[config.mk]
export PLATFORM = sky130hd
export DESIGN_NAME = deriv_seq_ctrl_flat
export DESIGN_NICKNAME = d
export VERILOG_FILES = /design/src/rtl/deriv_seq_ctrl_if.sv /design/src/rtl/deriv_seq_ctrl.sv /design/src/flat_wrapper.sv
export SDC_FILE = /design/constraint.sdc
export NUM_CORES = 1
export LEC_CHECK = 0
export CORE_MARGIN = 4
export CORE_UTILIZATION = 30
export CTS_BUF_LIST = sky130_fd_sc_hd__clkbuf_2
export CTS_CLUSTER_SIZE = 30
export DETAILED_ROUTE_END_ITERATION = 10
export GPL_TIMING_DRIVEN = 0
export PLACE_DENSITY = 0.61
export SETUP_SLACK_MARGIN = 0.05
export SLEW_MARGIN = 10
export SYNTH_ARGS = -nofsm -noshare
export SYNTH_HDL_FRONTEND = slang
export SYNTH_SLANG_ARGS = --single-unit
[constraint.sdc]
create_clock -name clk -period 2.6 [get_ports clk]
set_input_delay 0.65 -clock clk [delete_from_list [all_inputs] [get_ports clk]]
set_output_delay 0.65 -clock clk [all_outputs]
set_load 0.01 [all_outputs]
[src/rtl/deriv_seq_ctrl_if.sv]
// rtl/deriv_seq_ctrl_if.sv - z/g read port and delta write port bundle
interface deriv_seq_ctrl_if #(
  parameter int ADDR_W = 8
);
  logic              rd_en;
  logic [ADDR_W-1:0] rd_addr;
  logic [23:0]       rd_z;
  logic [23:0]       rd_g;
  logic              wr_en;
  logic              wr_ready;
  logic [ADDR_W-1:0] wr_addr;
  logic [23:0]       wr_data;

  modport master (
    output rd_en, rd_addr, wr_en, wr_addr, wr_data,
    input  rd_z, rd_g, wr_ready
  );

  modport slave (
    input  rd_en, rd_addr, wr_en, wr_addr, wr_data,
    output rd_z, rd_g, wr_ready
  );
endinterface

[src/rtl/deriv_seq_ctrl.sv]
// rtl/deriv_seq_ctrl.sv - activation-derivative backward-pass sequencer
module deriv_seq_ctrl #(
  parameter int ADDR_W = 8
) (
  input  logic             clk,
  input  logic             rst,
  input  logic             start,
  input  logic [ADDR_W:0]  len,
  output logic             busy,
  output logic             done,
  output logic [ADDR_W:0]  sat_cnt,
  deriv_seq_ctrl_if.master bus
);
  typedef enum logic [1:0] {S_IDLE, S_RUN, S_FIN} state_t;

  typedef struct packed {
    logic [ADDR_W-1:0] addr;
    logic [23:0]       data;
    logic              sat;
  } entry_t;

  localparam logic [ADDR_W:0]   LEN_MAX = {1'b1, {ADDR_W{1'b0}}};
  localparam logic [ADDR_W:0]   ONE     = {{ADDR_W{1'b0}}, 1'b1};
  localparam logic signed [23:0] POS_3  = 24'sh300000;
  localparam logic signed [23:0] NEG_3  = 24'shD00000;
  localparam logic signed [23:0] POS_1  = 24'sh100000;
  localparam logic signed [23:0] NEG_1  = 24'shF00000;

  state_t            state_q, state_d;
  logic [ADDR_W:0]   len_q, len_d;
  logic [ADDR_W:0]   rd_ptr_q, rd_ptr_d;
  logic [ADDR_W:0]   wr_ptr_q, wr_ptr_d;
  logic [ADDR_W:0]   sat_cnt_q, sat_cnt_d;
  logic              pend_q, pend_d;
  logic [ADDR_W-1:0] pend_addr_q, pend_addr_d;
  entry_t            fifo_q [2];
  entry_t            fifo_d [2];
  logic              head_q, head_d;
  logic              tail_q, tail_d;
  logic [1:0]        cnt_q, cnt_d;

  logic signed [23:0] z_s, g_s;
  logic [23:0]        deriv;
  logic               deriv_sat;
  logic [ADDR_W:0]    len_clamp;
  logic [1:0]         occ;
  logic               wr_accept;
  logic               rd_issue;

  // Piecewise derivative of the returning element; boundaries fall into the inner band.
  always_comb begin
    z_s       = bus.rd_z;
    g_s       = bus.rd_g;
    deriv     = '0;
    deriv_sat = 1'b0;
    if (z_s > POS_3 || z_s < NEG_3) begin
      deriv_sat = 1'b1;
    end else if (z_s > POS_1 || z_s < NEG_1) begin
      deriv = g_s >>> 3;
    end else begin
      deriv = g_s >>> 2;
    end
  end

  assign len_clamp    = (len > LEN_MAX) ? LEN_MAX : len;
  assign occ          = cnt_q + {1'b0, pend_q};
  assign bus.wr_en    = (cnt_q != 2'd0);
  assign bus.wr_addr  = fifo_q[head_q].addr;
  assign bus.wr_data  = fifo_q[head_q].data;
  assign wr_accept    = bus.wr_en && bus.wr_ready;
  // A write leaving this cycle frees the slot a new read would otherwise lack.
  assign rd_issue     = (state_q == S_RUN) && (rd_ptr_q < len_q) &&
                        ((occ < 2'd2) || wr_accept);
  assign bus.rd_en    = rd_issue;
  assign bus.rd_addr  = rd_ptr_q[ADDR_W-1:0];
  assign busy         = (state_q == S_RUN);
  assign done         = (state_q == S_FIN);
  assign sat_cnt      = sat_cnt_q;

  always_comb begin
    state_d     = state_q;
    len_d       = len_q;
    rd_ptr_d    = rd_ptr_q;
    wr_ptr_d    = wr_ptr_q;
    sat_cnt_d   = sat_cnt_q;
    pend_d      = rd_issue;
    pend_addr_d = rd_ptr_q[ADDR_W-1:0];
    fifo_d      = fifo_q;
    head_d      = head_q;
    tail_d      = tail_q;
    cnt_d       = cnt_q;

    if (rd_issue) begin
      rd_ptr_d = rd_ptr_q + ONE;
    end

    if (pend_q) begin
      fifo_d[tail_q].addr = pend_addr_q;
      fifo_d[tail_q].data = deriv;
      fifo_d[tail_q].sat  = deriv_sat;
      tail_d              = ~tail_q;
    end

    if (wr_accept) begin
      head_d   = ~head_q;
      wr_ptr_d = wr_ptr_q + ONE;
      if (fifo_q[head_q].sat) begin
        sat_cnt_d = sat_cnt_q + ONE;
      end
    end

    case ({pend_q, wr_accept})
      2'b10:   cnt_d = cnt_q + 2'd1;
      2'b01:   cnt_d = cnt_q - 2'd1;
      default: cnt_d = cnt_q;
    endcase

    case (state_q)
      S_IDLE: begin
        if (start) begin
          len_d     = len_clamp;
          rd_ptr_d  = '0;
          wr_ptr_d  = '0;
          sat_cnt_d = '0;
          state_d   = (len == '0) ? S_FIN : S_RUN;
        end
      end
      S_RUN: begin
        if (wr_accept && (wr_ptr_q + ONE == len_q)) begin
          state_d = S_FIN;
        end
      end
      S_FIN:   state_d = S_IDLE;
      default: state_d = S_IDLE;
    endcase
  end

  always_ff @(posedge clk) begin
    if (rst) begin
      state_q     <= S_IDLE;
      len_q       <= '0;
      rd_ptr_q    <= '0;
      wr_ptr_q    <= '0;
      sat_cnt_q   <= '0;
      pend_q      <= 1'b0;
      pend_addr_q <= '0;
      fifo_q[0]   <= '0;
      fifo_q[1]   <= '0;
      head_q      <= 1'b0;
      tail_q      <= 1'b0;
      cnt_q       <= '0;
    end else begin
      state_q     <= state_d;
      len_q       <= len_d;
      rd_ptr_q    <= rd_ptr_d;
      wr_ptr_q    <= wr_ptr_d;
      sat_cnt_q   <= sat_cnt_d;
      pend_q      <= pend_d;
      pend_addr_q <= pend_addr_d;
      fifo_q      <= fifo_d;
      head_q      <= head_d;
      tail_q      <= tail_d;
      cnt_q       <= cnt_d;
    end
  end
endmodule

[src/flat_wrapper.sv]
// flat-port wrapper written by rule: the top's interface ports become plain ports
module deriv_seq_ctrl_flat 
#(
  parameter int ADDR_W = 8
)
  (clk, rst, start, len, busy, done, sat_cnt, bus_rd_en, bus_rd_addr, bus_wr_en, bus_wr_addr, bus_wr_data, bus_rd_z, bus_rd_g, bus_wr_ready);
  deriv_seq_ctrl_if #(.ADDR_W(ADDR_W)) bus_i ();
  input  logic clk;
  input  logic rst;
  input  logic start;
  input  logic [ADDR_W:0] len;
  output logic busy;
  output logic done;
  output logic [ADDR_W:0] sat_cnt;
  output wire logic [$bits(bus_i.rd_en)-1:0] bus_rd_en;
  output wire logic [$bits(bus_i.rd_addr)-1:0] bus_rd_addr;
  output wire logic [$bits(bus_i.wr_en)-1:0] bus_wr_en;
  output wire logic [$bits(bus_i.wr_addr)-1:0] bus_wr_addr;
  output wire logic [$bits(bus_i.wr_data)-1:0] bus_wr_data;
  input wire logic [$bits(bus_i.rd_z)-1:0] bus_rd_z;
  input wire logic [$bits(bus_i.rd_g)-1:0] bus_rd_g;
  input wire logic [$bits(bus_i.wr_ready)-1:0] bus_wr_ready;
  assign bus_rd_en = bus_i.rd_en;
  assign bus_rd_addr = bus_i.rd_addr;
  assign bus_wr_en = bus_i.wr_en;
  assign bus_wr_addr = bus_i.wr_addr;
  assign bus_wr_data = bus_i.wr_data;
  assign bus_i.rd_z = bus_rd_z;
  assign bus_i.rd_g = bus_rd_g;
  assign bus_i.wr_ready = bus_wr_ready;
  deriv_seq_ctrl #(.ADDR_W(ADDR_W)) u_core (.clk(clk), .rst(rst), .start(start), .len(len), .busy(busy), .done(done), .sat_cnt(sat_cnt), .bus(bus_i));
endmodule
**Word-level counts from Yosys, hierarchy flattened**

Index checks and enable logic that the tools add are counted.
W data, S select, Z words.

- Bitwise gates (word level): 4
- Magnitude comparators: 10
- Add/subtract/negate cells: 6
- Shift operators: 0
- Div/mod/pow operators: 0
- $mul: 0
- Equal/unequal tests: 7
- Reductions and logical operators: 14
- Mux-type cells: 31

Operators by type and width:

| cell | number |
|---|---|
| $bwmux W66 | 3 |
| $mux W33 | 4 |
| $demux W33 S1 | 3 |
| $mux W9 | 11 |
| $add A9 B1 Y9 const B | 3 |
| $mux W25 | 1 |
| $gt A24 B22 Y1 const B | 1 |
| $gt A24 B23 Y1 const B | 1 |
| $lt A24 B21 Y1 const B | 1 |
| $lt A24 B23 Y1 const B | 1 |
| $mux W24 | 1 |
| $mux W21 | 1 |
| $eq A9 B9 Y1 | 1 |
| $gt A9 B9 Y1 const B | 1 |
| $logic_not A9 Y1 | 1 |
| $lt A9 B9 Y1 | 1 |
| $pmux W2 S2 | 2 |
| $mux W2 | 3 |
| $logic_and A1 B1 Y1 | 5 |
| $eq A2 B1 Y1 const B | 2 |
| $eq A2 B2 Y1 const B | 2 |
| $ge A2 B2 Y1 const B | 2 |
| $not A1 Y2 | 2 |
| $reduce_and A2 Y1 | 2 |
| 12 further kinds | 17 |

- Bits in read-only memories: 0
- Memories: 0
- Bits in latches: 0
- Word-level logic and storage cells: 88
- Register bits: 117
- Output and inout bits: 53
- Memory bits (writable): 0
- Input port bits: 61

**Depth between registers and ports, before layout**

Gate-level depths: netlist (run 1).

- Word-level depth: 8
- Mapped depth: 9
- Depth with buffers taken out: 9

**Least setup slack after synthesis (run 1)**

OpenSTA, ideal clock, no wires.

- Path kind: register to output
- Start point: register u_core.len_q[6]
- End point: output port bus_rd_en
- Required time: 1.950 ns
- Buffers on the path: 0
- Arrival: 1.758 ns
- Slack: 0.192 ns
- Stages on the path, launching flop included: 8
- Cells stage by stage: dfxtp_1 inv_1 ha_1 and4_4 a2111oi_4 o221ai_2 a21o_4 inv_1

- Longest elaborated chain between the ends: 3

RTL lines:

| what | RTL line | RTL |
|---|---|---|
| start: declaration | deriv_seq_ctrl.sv:30 | `logic [ADDR_W:0] len_q, len_d;` |
| start signal: assignment | deriv_seq_ctrl.sv:154 | `len_q <= len_d;` |
| $lt A9 B9 Y1 | deriv_seq_ctrl.sv:72 | `assign rd_issue = (state_q == S_RUN) && (rd_ptr_q < len_q) &&` |
| $logic_and A1 B1 Y1 (2 in series) | deriv_seq_ctrl.sv:72 |  |
| end: declaration | flat_wrapper.sv:15 | `output wire logic [$bits(bus_i.rd_en)-1:0] bus_rd_en;` |

No other way between the ends.

**Final worst setup path (run 1)**

Same ends and word-level chain as after synthesis.

==> results.sh, run 1 <==
export IMPL_final_common_cell="dfxtp_1"
export IMPL_root_buffer="clkbuf_2"
export IMPL_pre_cts_ws_ps=-523
export IMPL_initial_core_util=0.307
export IMPL_drc=0
export IMPL_synth_fp_nets=672
export IMPL_cts_tree="done"
export IMPL_fp_dieW_um=141
export IMPL_fin_ws_ps=-369
export IMPL_synthFlopType="dfxtp_1"
export IMPL_ant_nets=0
export IMPL_die_h_um=141
export IMPL_yosys_warnings=0
export IMPL_clk_path_buf_depth=2
export IMPL_grt_use_total=0.148
export IMPL_hold_class="flip-flop to flip-flop"
export IMPL_worstSetupStartpointType="flip-flop"
export IMPL_final_min_clock_period_ps=2970
export IMPL_relSlewSlack=0.591
export IMPL_final_max_slew_viol_count=0
export IMPL_ys_seq_area_frac=0.426
export IMPL_violations="negative setup slack"
export IMPL_final_cell_count_no_fill=994
export IMPL_layout_common_cells="dfxtp_1, nor2_1, clkdlybuf4s50_1"
export IMPL_place_congestion=0.820
export IMPL_wl_per_cell_um=14.9
export IMPL_placementRows=48
export IMPL_port_buffers=110
export IMPL_finClkSkew_ps=20.5
export IMPL_cp_top_family="compound AO/OA/AOI/OAI gates"
export IMPL_boundaryPins=114
export IMPL_power_density_nw_per_um2=500
export IMPL_synthesis_area_um2=5310
export IMPL_worstSetupPathType="flip-flop to output port"
export IMPL_die_area_um2=19900
export IMPL_antenna_found_initial=0
export IMPL_arrival_ps=2320
export IMPL_synth_cells=599
export IMPL_area_delta_synth_final_pct=40.9
export IMPL_htree_levels=4
export IMPL_path_clk_slew_ps=170
export IMPL_synth_top_cell_area_share=0.426
export IMPL_ys_ff_latch=113
export IMPL_via_per_inst=4.74
export IMPL_yosysUniqueCellTypes=50
export IMPL_drive_gt1_frac=0.229
export IMPL_insertion_delay_ps=660
export IMPL_first_global_vias=4599
export IMPL_synth_area_top_cells="dfxtp_1, a211oi_1, mux2_2, nor2_1, mux2i_1"
export IMPL_grt_max_degree=17
export IMPL_maxCapViolations=0
export IMPL_nNetsFinal=830
export IMPL_post_place_cells=934
export IMPL_yosysTopAreaCell="dfxtp_1"
export IMPL_grt_pass1_wl_um=23700
export IMPL_first_pass_iters=4
export IMPL_fin_tns_setup_ps=-416
export IMPL_fin_crit_sh=1.14
export IMPL_hold_buffers=0
export IMPL_overflow=0
export IMPL_synth_edf_count=0
export IMPL_worstSetupEndpointType="output port"
export IMPL_leakage_nw=2.88
export IMPL_report_power_total_w=0.00374
export IMPL_synth_avg_cell_area_um2=8.86
export IMPL_synthArstFlopShare=0
export IMPL_cp_cell_sequence="inv_2 -> ha_4 -> and4_4 -> a2111oi_4 -> o221ai_2 -> a21o_4 -> inv_4 -> buf_6"
export IMPL_max_stage_delay_ps=360
export IMPL_worstMarginPinSlew_ps=613
export IMPL_path_buf_inv=3
export IMPL_rsz0062_at_grt="yes"
export IMPL_wl_um=14800
export IMPL_drtIter0Drc=230
export IMPL_insertedDiodeCount=0
export IMPL_ir_drop_v=0.000245
export IMPL_hpwl_um=10500
export IMPL_hold_viol_final=0
export IMPL_finalSetupViolCount=3
export IMPL_worstPathRequired_ps=1950
export IMPL_crit_slowest_cell="dfxtp_2"
export IMPL_cts_sinks=113
export IMPL_critical_path_max_fanout=2
export IMPL_outcome="finished, violations left"
export IMPL_postLayoutCoreUtil=0.432
export IMPL_vias=4715
export IMPL_core_um2=17300
export IMPL_fmax_mhz=337
export IMPL_cts_inserted_buffers=17
-- stage by stage --
stage,hold slack [ps],area (um2)
2_1_floorplan,432,5310
3_3_place_gp,440,6690
3_5_place_dp,445,6690
4_1_cts,466,7340
5_1_grt,473,7480
6_report,460,7480
-- cells by family after synthesis --
group | count (synthesis) | synth area share
AOI/OAI and AO/OA | 123 | 0.160
xor gates and xnor gates | 29 | 0.0479
adders and majority gates | 12 | 0.0283
buffers and inverters | 58 | 0.0490
DFF | 113 | 0.426
muxes | 54 | 0.109
and+or+nand+nor | 210 | 0.180
-- metal layers --
metal / share of wire / global-route usage / wire length (um) / vias up
met5: 0 / 0 / 0 / -
met4: 0.0040 / 0.0367 / 60 / 0
met3: 0.065 / 0.0424 / 959 / 9
met2: 0.48 / 0.244 / 7080 / 123
met1: 0.45 / 0.190 / 6730 / 2167
li1: - / - / - / 2416
-- cell usage after synthesis, types with 2 or more instances --
master and count:
nand3_1 9, nor4_1 8, buf_4 10, nor2_1 80, nand4_1 6, inv_1 16, mux2i_1 24, xnor2_1 19
a21oi_1 38, or3_1 7, mux2_2 30, nand3b_1 4, a21o_1 3, clkbuf_1 27, buf_2 4, nand2_1 64
o21ai_0 17, and2_1 3, and4_1 2, ha_1 12, xor2_1 10, or4_1 2, o21ai_1 2, or2_2 3
o211a_1 2, nand2b_1 3, nor2b_1 9, dfxtp_1 113, a211oi_1 45, nor3_1 7
-- sequential cells by signal, summed over array words and instances, names as in the netlist --
| signal | flops |
|---|---|
| u_core.fifo_q | 62 |
| u_core.len_q | 9 |
| u_core.rd_ptr_q | 9 |
| u_core.sat_cnt | 9 |
| u_core.wr_ptr_q | 9 |
| u_core.pend_addr_q | 8 |
| u_core.cnt_q | 2 |
| u_core.state_q | 2 |
| u_core.head_q | 1 |
| u_core.pend_q | 1 |
| u_core.tail_q | 1 |
-- worst min-delay path, cell delays in order, from the launching register on --
cell and delay (ps):
dfxtp_1 340, nand2_1 50, a21oi_1 50
-- power by group --
group          internal, W  switching (W)  leakage [nW]
clock network     0.000519       0.000666         0.142
registers          0.00178      0.0000360         0.921
logic             0.000412       0.000331          1.81
total              0.00271        0.00103          2.88
-- final cells by class --
cell class	instances	area [um2]
timing repair buffer	140	1420
tap	225	282
buffer	41	270
sequential	113	2290
multi-input combinational	428	2920
clock buffer	18	90.1
clock inverter	13	145
inverter	16	62.6
fill	1744	9820
-- timing repair --
action / CTS / global route
pin swaps: 3 / 2
gates cloned: 1 / 0
endpoints found under the hold margin: 0 / 0
setup endpoints to repair: 42 / 29
setup buffers: 24 / 6
gates resized for setup: 213 / 26
-- final timing paths --
| path | start | end | slack, ps | cells after the start |
|---|---|---|---|---|
| max reg2reg | u_core.len_q[6] | u_core.rd_ptr_q[7] | 180 | 10 |
| max | u_core.len_q[6] | bus_rd_en | -370 | 8 |
| min | u_core.pend_addr_q[1] | u_core.fifo_q[59] | 460 | 2 |
| min reg2reg | u_core.pend_addr_q[1] | u_core.fifo_q[59] | 460 | 2 |
Power figures use the tool's default switching activity.
==> inputs of run 2 (changes only) <==
--- a/config.mk
+++ b/config.mk
@@ -8,6 +8,7 @@
 export CORE_MARGIN = 4
 export CORE_UTILIZATION = 30
 export CTS_BUF_LIST = sky130_fd_sc_hd__clkbuf_2
+export CTS_CLUSTER_DIAMETER = 200
 export CTS_CLUSTER_SIZE = 30
 export DETAILED_ROUTE_END_ITERATION = 10
 export GPL_TIMING_DRIVEN = 0
==> constraint.sdc (replaced) <==
create_clock -name clk -period 3.8 [get_ports clk]
set_input_delay 0.95 -clock clk [delete_from_list [all_inputs] [get_ports clk]]
set_output_delay 0.95 -clock clk [all_outputs]
set_load 0.01 [all_outputs]
==> results.sh, run 2 (same netlist as run 1, synthesis figures left out) <==
export IMPL_outcome="completed"
export IMPL_fillCellCount=1787
export IMPL_ant_nets=0
export IMPL_grt_use_total=0.142
export IMPL_postPlaceCellArea_um2=6690
export IMPL_vias=4609
export IMPL_hold_ws_ps=451
export IMPL_die_area_um2=19900
export IMPL_r2r_slack_ps=1430
export IMPL_worstSetupStartpointType="flip-flop"
export IMPL_root_buffer="clkbuf_2"
export IMPL_port_buffers=110
export IMPL_worstSetupEndpointType="output port"
export IMPL_hold_buffers=0
export IMPL_ir_drop_v=0.000167
export IMPL_ff_latch_area_um2=2270
export IMPL_final_min_clock_period_ps=3600
export IMPL_first_pass_iters=6
export IMPL_area_delta_synth_final_pct=31.4
export IMPL_final_common_cell="clkdlybuf4s50_1"
export IMPL_layout_common_cells="clkdlybuf4s50_1, dfxtp_1, nor2_1"
export IMPL_fp_dieW_um=141
export IMPL_rr_startpoint="u_core.rd_ptr_q[6]"
export IMPL_multiInputGateArea_um2=2790
export IMPL_insertion_delay_ps=660
export IMPL_relSlewSlack=0.540
export IMPL_finalSetupViolCount=0
export IMPL_nNetsFinal=806
export IMPL_hpwl_um=10500
export IMPL_drive_gt1_frac=0.133
export IMPL_cts_inserted_buffers=17
export IMPL_rsz0062_at_grt="yes"
export IMPL_cts_sinks=113
export IMPL_cp_common_cell="clkbuf_1"
export IMPL_top_register="u_core.fifo_q"
export IMPL_boundaryPins=114
export IMPL_placementRows=48
export IMPL_die_h_um=141
export IMPL_final_max_slew_viol_count=0
export IMPL_reg2reg_to="u_core.rd_ptr_q[6]"
export IMPL_cp_cell_sequence="clkbuf_1 -> clkbuf_1 -> mux2_2 -> clkdlybuf4s50_1"
export IMPL_worstSetupPathType="flip-flop to output port"
export IMPL_hold_class="flip-flop to flip-flop"
export IMPL_core_um2=17300
export IMPL_worstMarginPinSlew_ps=689
export IMPL_fin_tns_setup_ps=0
export IMPL_via_per_inst=4.75
export IMPL_maxCapViolations=0
export IMPL_leakage_nw=2.51
export IMPL_grt_max_degree=17
export IMPL_place_congestion=0.820
export IMPL_hold_viol_final=0
export IMPL_first_global_vias=4420
export IMPL_critical_path_max_fanout=10
export IMPL_htree_levels=4
export IMPL_antenna_found_initial=0
export IMPL_crit_start="u_core.head_q"
export IMPL_insertedDiodeCount=0
export IMPL_fin_crit_sh=0.947
export IMPL_cts_tree="done"
export IMPL_reg2regPathDepth=8
export IMPL_drc=0
export IMPL_drtIter0Drc=237
export IMPL_worstPathRequired_ps=2850
export IMPL_wl_per_cell_um=14.6
export IMPL_path_clk_slew_ps=170
export IMPL_crit_slowest_cell="clkbuf_1"
export IMPL_finClkSkew_ps=21.2
export IMPL_power_density_nw_per_um2=350
export IMPL_crit_path_end="bus_wr_addr[0]"
export IMPL_max_stage_delay_ps=560
export IMPL_overflow=0
export IMPL_largest_reg_flops=62
export IMPL_grt_pass1_wl_um=22800
export IMPL_wl_um=14200
export IMPL_arrival_ps=2650
export IMPL_initial_core_util=0.307
export IMPL_fmax_mhz=278
export IMPL_final_area_um2=6980
export IMPL_clk_path_buf_depth=2
run 2: cell count changes in the layout (fill, tap and decap cells not counted), moves of 5 or more:
cell             previous run  this run
mux2_4                     21         0
dfxtp_2                    11         6
clkdlybuf4s50_1            71       109
buf_4                      25        15
mux2_2                      9        30
dfxtp_1                    98       107
buf_6                      33         0
buf_2                      10         4
run 2: metal layers:
metal / vias up / GRT usage / wire, um
met2: 98 / 0.231 / 6620
met1: 2126 / 0.187 / 6760
met3: 10 / 0.0410 / 716
met4: 0 / 0.0342 / 89
li1: 2375 / - / -
met5: - / 0 / 0
run 2: repair_timing:
item,4_1_cts,5_1_grt
pin swaps,0,1
gates resized for setup,9,4
setup endpoints to repair,3,20
buffers inserted,1,4
run 2: area by class of cell:
type / instances / area share
Inverter: 16 / 0.00897
Clock buffer: 18 / 0.0129
Clock inverter: 13 / 0.0208
Tap cell: 225 / 0.0404
Multi-Input combinational cell: 428 / 0.399
Buffer: 42 / 0.0289
Timing Repair Buffer: 115 / 0.163
Sequential cell: 113 / 0.325
run 2: worst min-delay path by stage:
stage                           from                 to  slack [ps]  cells after the start
6_report       u_core.pend_addr_q[5]  u_core.fifo_q[63]         450                      2
5_1_grt        u_core.pend_addr_q[5]  u_core.fifo_q[63]         470                      2
4_1_cts            u_core.fifo_q[64]  u_core.fifo_q[64]         470                      2
3_5_place_dp   u_core.pend_addr_q[3]  u_core.fifo_q[61]         440                      2
3_3_place_gp       u_core.fifo_q[27]  u_core.fifo_q[27]         440                      2
2_1_floorplan  u_core.pend_addr_q[0]  u_core.fifo_q[25]         430                      2
run 2: metrics by stage:
stage	power [W]	cells	worst slack, ps	utilization
after detailed placement	0.00165	934	192	0.387
after global routing	0.00256	970	7.39	0.403
after CTS	0.00247	966	59.5	0.401
final	0.00244	970	202	0.403
after global placement	0.00165	934	187	0.387
after floorplan	0.00147	599	1090	-
run 2: critical path: cells and delay by family (launching register included):
family	cells	cell delay (ps)
buffers and inverters	3	1250
DFF	1	330
muxes	1	420
run 2: where the power goes:
part           leakage (nW)  internal (W)  switching (W)
registers             0.916       0.00122      0.0000228
clock network         0.142      0.000355       0.000453
logic                  1.46      0.000196       0.000197
total                  2.51       0.00177       0.000673
